===== src/rtl/alu_seq_pkg.sv =====
// Shared types and constants for the ALU command sequencer.
package alu_seq_pkg;

  // Sequencer states: wait for a command, low byte, high byte, hold response.
  typedef enum logic [1:0] {
    IDLE    = 2'd0,
    EXEC_LO = 2'd1,
    EXEC_HI = 2'd2,
    RESP    = 2'd3
  } seq_state_e;

  // Bit positions inside the 4-bit {Z,C,N,O} flag vector.
  localparam int ZCNO_Z = 3;
  localparam int ZCNO_C = 2;
  localparam int ZCNO_N = 1;
  localparam int ZCNO_O = 0;

  // FunSel codes used for the chained 16-bit add.
  localparam logic [3:0] FS_ADD_DEFAULT  = 4'h4;
  localparam logic [3:0] FS_ADDC_DEFAULT = 4'h5;

  // Width of the latency counter; covers latencies 1..7.
  localparam int LAT_CNT_W = 3;

endpackage


===== src/rtl/alu_lat_counter.sv =====
// Down-counter that marks the last clock edge of an ALU latency window.
// Loading at edge N makes done high during the cycle that ends at edge
// N+load_val, so the owner samples the ALU on exactly that edge.
module alu_lat_counter
  import alu_seq_pkg::*;
#(
  parameter int W = LAT_CNT_W
) (
  input  logic         clk,
  input  logic         rst_n,
  input  logic         load,
  input  logic [W-1:0] load_val,
  output logic         done
);

  logic [W-1:0] cnt_q;
  logic [W-1:0] cnt_d;

  // Load takes priority so a second phase can restart on the edge the first ends.
  always_comb begin
    cnt_d = cnt_q;
    if (load) begin
      cnt_d = load_val;
    end else if (cnt_q != '0) begin
      cnt_d = cnt_q - W'(1);
    end
  end

  // Counter register.
  always_ff @(posedge clk or negedge rst_n) begin
    if (!rst_n) begin
      cnt_q <= '0;
    end else begin
      cnt_q <= cnt_d;
    end
  end

  assign done = (cnt_q == W'(1));

endmodule


===== src/rtl/alu_cmd_sequencer.sv =====
// Initiator-side sequencer for an 8-bit ALU: takes commands over valid/ready,
// drives ALU operands, waits the ALU latency, and returns result and flags.
// Wide commands run as an 8-bit add followed by an add-with-carry.
module alu_cmd_sequencer
  import alu_seq_pkg::*;
#(
  parameter int         ALU_LATENCY = 1,
  parameter logic [3:0] FS_ADD      = FS_ADD_DEFAULT,
  parameter logic [3:0] FS_ADDC     = FS_ADDC_DEFAULT
) (
  input  logic        CLK,
  input  logic        RESET_N,
  input  logic        CMD_VALID,
  output logic        CMD_READY,
  input  logic        CMD_WIDE,
  input  logic [3:0]  CMD_FUNSEL,
  input  logic [15:0] CMD_A,
  input  logic [15:0] CMD_B,
  output logic        RSP_VALID,
  input  logic        RSP_READY,
  output logic [15:0] RSP_DATA,
  output logic [3:0]  RSP_ZCNO,
  output logic [7:0]  ALU_A,
  output logic [7:0]  ALU_B,
  output logic [3:0]  ALU_FUNSEL,
  input  logic [7:0]  ALU_OUT,
  input  logic [3:0]  ALU_ZCNO
);

  seq_state_e  state_q, state_d;
  logic        cmd_ready_q, cmd_ready_d;
  logic        rsp_valid_q, rsp_valid_d;
  logic [15:0] rsp_data_q, rsp_data_d;
  logic [3:0]  rsp_zcno_q, rsp_zcno_d;
  logic [7:0]  alu_a_q, alu_a_d;
  logic [7:0]  alu_b_q, alu_b_d;
  logic [3:0]  alu_funsel_q, alu_funsel_d;
  logic [7:0]  a_hi_q, a_hi_d;
  logic [7:0]  b_hi_q, b_hi_d;
  logic        wide_q, wide_d;
  logic [7:0]  lo_q, lo_d;
  logic        z_lo_q, z_lo_d;
  logic        cnt_load;
  logic        cnt_done;

  // One counter serves both phases; it is reloaded on each ALU issue.
  alu_lat_counter #(
    .W (LAT_CNT_W)
  ) u_lat_counter (
    .clk      (CLK),
    .rst_n    (RESET_N),
    .load     (cnt_load),
    .load_val (LAT_CNT_W'(ALU_LATENCY)),
    .done     (cnt_done)
  );

  // Next-state, ALU drive and response capture; everything holds by default.
  always_comb begin
    state_d      = state_q;
    rsp_data_d   = rsp_data_q;
    rsp_zcno_d   = rsp_zcno_q;
    alu_a_d      = alu_a_q;
    alu_b_d      = alu_b_q;
    alu_funsel_d = alu_funsel_q;
    a_hi_d       = a_hi_q;
    b_hi_d       = b_hi_q;
    wide_d       = wide_q;
    lo_d         = lo_q;
    z_lo_d       = z_lo_q;
    cnt_load     = 1'b0;

    case (state_q)
      IDLE: begin
        if (CMD_VALID && cmd_ready_q) begin
          a_hi_d       = CMD_A[15:8];
          b_hi_d       = CMD_B[15:8];
          wide_d       = CMD_WIDE;
          alu_a_d      = CMD_A[7:0];
          alu_b_d      = CMD_B[7:0];
          alu_funsel_d = CMD_WIDE ? FS_ADD : CMD_FUNSEL;
          cnt_load     = 1'b1;
          state_d      = EXEC_LO;
        end
      end

      EXEC_LO: begin
        if (cnt_done) begin
          lo_d   = ALU_OUT;
          z_lo_d = ALU_ZCNO[ZCNO_Z];
          if (wide_q) begin
            // High byte issues on the same edge the low result is taken.
            alu_a_d      = a_hi_q;
            alu_b_d      = b_hi_q;
            alu_funsel_d = FS_ADDC;
            cnt_load     = 1'b1;
            state_d      = EXEC_HI;
          end else begin
            rsp_data_d = {8'h00, ALU_OUT};
            rsp_zcno_d = ALU_ZCNO;
            state_d    = RESP;
          end
        end
      end

      EXEC_HI: begin
        if (cnt_done) begin
          rsp_data_d = {ALU_OUT, lo_q};
          // Zero only if both halves are zero; C/N/O come from the top byte.
          rsp_zcno_d = {z_lo_q & ALU_ZCNO[ZCNO_Z], ALU_ZCNO[ZCNO_C],
                        ALU_ZCNO[ZCNO_N], ALU_ZCNO[ZCNO_O]};
          state_d    = RESP;
        end
      end

      RESP: begin
        if (RSP_READY) begin
          state_d = IDLE;
        end
      end

      default: begin
        state_d = IDLE;
      end
    endcase

    // Handshake flags are registered copies of the next state.
    cmd_ready_d = (state_d == IDLE);
    rsp_valid_d = (state_d == RESP);
  end

  // State and datapath registers; reset abandons any command in flight.
  always_ff @(posedge CLK or negedge RESET_N) begin
    if (!RESET_N) begin
      state_q      <= IDLE;
      cmd_ready_q  <= 1'b0;
      rsp_valid_q  <= 1'b0;
      rsp_data_q   <= '0;
      rsp_zcno_q   <= '0;
      alu_a_q      <= '0;
      alu_b_q      <= '0;
      alu_funsel_q <= '0;
      a_hi_q       <= '0;
      b_hi_q       <= '0;
      wide_q       <= 1'b0;
      lo_q         <= '0;
      z_lo_q       <= 1'b0;
    end else begin
      state_q      <= state_d;
      cmd_ready_q  <= cmd_ready_d;
      rsp_valid_q  <= rsp_valid_d;
      rsp_data_q   <= rsp_data_d;
      rsp_zcno_q   <= rsp_zcno_d;
      alu_a_q      <= alu_a_d;
      alu_b_q      <= alu_b_d;
      alu_funsel_q <= alu_funsel_d;
      a_hi_q       <= a_hi_d;
      b_hi_q       <= b_hi_d;
      wide_q       <= wide_d;
      lo_q         <= lo_d;
      z_lo_q       <= z_lo_d;
    end
  end

  assign CMD_READY  = cmd_ready_q;
  assign RSP_VALID  = rsp_valid_q;
  assign RSP_DATA   = rsp_data_q;
  assign RSP_ZCNO   = rsp_zcno_q;
  assign ALU_A      = alu_a_q;
  assign ALU_B      = alu_b_q;
  assign ALU_FUNSEL = alu_funsel_q;

endmodule


===== config.mk =====
export PLATFORM = sky130hd
export DESIGN_NAME = alu_cmd_sequencer
export DESIGN_NICKNAME = d
export VERILOG_FILES = /design/src/rtl/alu_seq_pkg.sv /design/src/rtl/alu_lat_counter.sv /design/src/rtl/alu_cmd_sequencer.sv
export SDC_FILE = /design/constraint.sdc
export NUM_CORES = 1
export LEC_CHECK = 0
export BUFFER_PORTS_ARGS = -buffer_cell sky130_fd_sc_hd__buf_2
export CAP_MARGIN = 20
export CORE_MARGIN = 4
export CORE_UTILIZATION = 52
export CTS_CLUSTER_DIAMETER = 120
export CTS_CLUSTER_SIZE = 40
export DETAILED_ROUTE_END_ITERATION = 7
export GPL_TIMING_DRIVEN = 0
export PLACE_DENSITY_LB_ADDON = 0.05
export SYNTH_ARGS = -nofsm -noshare
export SYNTH_HDL_FRONTEND = slang
export SYNTH_SLANG_ARGS = --single-unit

===== constraint.sdc =====
create_clock -name CLK -period 2.5 [get_ports CLK]
set_input_delay 0.375 -clock CLK [delete_from_list [all_inputs] [get_ports CLK]]
set_output_delay 0.375 -clock CLK [all_outputs]
set_load 0.01 [all_outputs]

==> impl_metrics.ini <==
[outcome]
status = completed

[sta]
finalCritPeriodShare_pct = 71.4
finClkSkew_ns = 0.00988
fmax_mhz = 560
finalHoldViolCount = 0
min_period_ns = 1.79
finalMaxSlewViolations = 0
worstMarginPinSlew_ns = 0.504
timing.slew.headroom_pct = 66.4
rsz0062_at_grt = no
setup_viol = 0
setup_slack_ns = 0.714
tns_ns = 0

[floorplan]
core_area_sq_um = 5990
io_pins = 95
std_cell_rows = 28
start_util_pct = 54.2
die_w_um = 87.0
die-height_um = 87.0
die-area_sq_um = 7570

[global_routing]
grt_max_degree = 48
grt_pass1_wl_mm = 11.2
grt_overflow_total = 0
grt_usage_pct = 19.1
antenna_found_initial = 0
grt_pass1_vias = 2346

[setup_path]
critical_path_class = flip-flop to flip-flop
worstPathArrival_ns = 2.00
crit_slowest_cell = dfrtp_1
critPathMaxFanout = 10
r2r_cells = 5
ff2ff_setup_slack_ns = 0.71
r2r-start = u_lat_counter.cnt_q[0]
start_kind = flip-flop
endpoint_kind = flip-flop
reg2reg_to = ALU_A[0]
slowest_delay_ns = 0.41
critPathBufInv = 1
cp.required_ns = 2.71
cp_cell_sequence = ha_1 -> and4bb_4 -> a21oi_4 -> buf_6 -> mux2_4
crit_family = flip-flops

[min_path]
hp-class = input port to flip-flop
hp-start = CMD_B[10]
min_to = b_hi_q[2]
holdPathStages = 3

[clock_network]
clockBufferDepth = 2
ctsHoldBuffers = 1
cts_setup_buffers = 0
numCtsBuffers = 9
cts-htree-levels = 3
clkLatencyLatePin_ns = 0.33
cts.repair.resized = 0
cts_tree = yes
clkTransAtPathRegs_ns = 0.07
cts-root-buf = clkbuf_8
clock-sinks = 73

[synthesis]
synth_area_sq_um = 3240
syn_area_per_cell_sq_um = 12.7
ys_seq_area_share_pct = 56.3
ys_types = 34
yosysWarnings = 0
syn_nets = 312
ys_seq_elements = 73
synth_cells = 256

[routing]
viasPerCell = 5.09
drc = 0
routedWlPerCell_um = 15.4
routed_wl_mm = 6.77
ant_nets = 0
drt-pass1-iter-count = 4
drtIter0Drc = 82
vias = 2234

[layout]
area_delta_synth_final_pct = 22.9
fin_nets = 419
antennaDiodeCount = 0
instances_no_fill = 439
final_common_cell = buf_2
layout_common_cells = buf_2 (103), dfrtp_1 (73), nand2_1 (53)
drive_gt1_share_pct = 49.5

[power]
vdd_drop_max_uv = 624
p_leak_nw = 2.06
p_per_area_nw_per_um2 = 1230

[placed_design]
placed_cells = 426
io_buffer_count = 94
hpwl_mm = 4.96
gp_congestion = 0.743
pre_cts_slack_ns = 0.726

[job]
cap_violations = 0
==> Yosys cell counts (all sizes together) <==
| cell type | count | share of area, % |
|---|---|---|
| a21boi | 1 | 0.23 |
| a21o | 3 | 0.69 |
| a21oi | 5 | 1.1 |
| a22o | 9 | 2.4 |
| and2 | 1 | 0.19 |
| and4bb | 2 | 0.89 |
| buf | 15 | 2.8 |
| dfrtp | 73 | 56 |
| ha | 3 | 1.2 |
| inv | 6 | 0.69 |
| mux2 | 61 | 22 |
| mux2i | 1 | 0.31 |
| nand2 | 53 | 6.1 |
| nand2b | 1 | 0.19 |
| nand3 | 1 | 0.15 |
| nand3b | 2 | 0.46 |
| nand4bb | 1 | 0.35 |
| nor2 | 1 | 0.12 |
| nor2b | 4 | 0.77 |
| nor3b | 1 | 0.23 |
| nor4 | 1 | 0.19 |
| nor4b | 2 | 0.54 |
| o211a | 1 | 0.31 |
| o21ai | 6 | 0.93 |
| or2 | 1 | 0.19 |
| xnor2 | 1 | 0.27 |
==> flip-flops by register name, indices dropped and copies added, names as in the netlist <==
register / cells
ALU_A: 8
ALU_B: 8
ALU_FUNSEL: 4
CMD_READY: 1
RSP_DATA: 16
RSP_VALID: 1
RSP_ZCNO: 4
a_hi_q: 8
b_hi_q: 8
lo_q: 8
state_q: 2
u_lat_counter.cnt_q: 3
wide_q: 1
z_lo_q: 1
==> power breakdown <==
group	switching [mW]	internal, mW
logic	0.975	1.14
registers	0.299	1.77
clock network	0.384	0.335
==> area by class of cell <==
type                            instances  area, sq um
Inverter                                6         22.5
Timing Repair Buffer                   96          510
Multi-Input combinational cell        162         1300
Clock buffer                           10          128
Buffer                                 15         91.3
Tap cell                               75         93.8
Sequential cell                        73         1830
Fill cell                             470         2000
Clock inverter                          2         10.0
==> how the worst max path moves through the flow <==
| stage | startpoint | depth (start not counted) | to | slack, ns |
|---|---|---|---|---|
| detailed placement | u_lat_counter.cnt_q[0] | 5 | ALU_B[5] | 0.73 |
| CTS | u_lat_counter.cnt_q[0] | 5 | ALU_B[5] | 0.70 |
| global route | u_lat_counter.cnt_q[1] | 6 | RSP_ZCNO[3] | 0.60 |
| finish | u_lat_counter.cnt_q[0] | 5 | ALU_A[0] | 0.71 |
| floorplan | u_lat_counter.cnt_q[0] | 5 | ALU_A[0] | 0.88 |
| global placement | RESET_N | 1 | ALU_A[5] | 0.60 |
==> worst reg2reg max path: stages (launching register included) <==
cell and delay (ns):
dfrtp_1 0.41, ha_1 0.25, and4bb_4 0.25, a21oi_4 0.23, buf_6 0.22, mux2_4 0.32
==> per-layer routing <==
layer  GRT usage [%]  share of wire (%)  up-vias
met5               0                  0        -
met4            6.80                1.1        0
met3            4.73                6.4        7
met2            30.6                 48       58
met1            25.3                 44     1086
li1                -                  -     1083
==> logic make-up (layout without fill, tap and decap cells) <==
family | after synthesis | after routing | share of synthesized area, %
XOR/XNOR | 1 | 1 | 0.270
AO/OA/AOI/OAI | 25 | 25 | 5.71
multiplexers | 62 | 62 | 22.6
AND/OR/NAND/NOR | 71 | 71 | 10.4
flip-flops | 73 | 73 | 56.3
adder cells (fa/ha/maj) | 3 | 3 | 1.16
buffers and inverters | 21 | 129 | 3.51
==> metrics by stage <==
step | total power, mW | hold slack, ns | utilization (%) | area (sq um)
2_1_floorplan | 3.52 | 0.0794 | - | 3240
3_3_place_gp | 4.14 | 0.452 | 63.6 | 3810
3_5_place_dp | 4.24 | 0.315 | 64.1 | 3840
4_1_cts | 4.97 | 0.220 | 66.5 | 3990
5_1_grt | 5.29 | 0.222 | 66.5 | 3990
6_report | 4.90 | 0.226 | 66.5 | 3990
No activity file was read; power rests on OpenSTA's default activity.
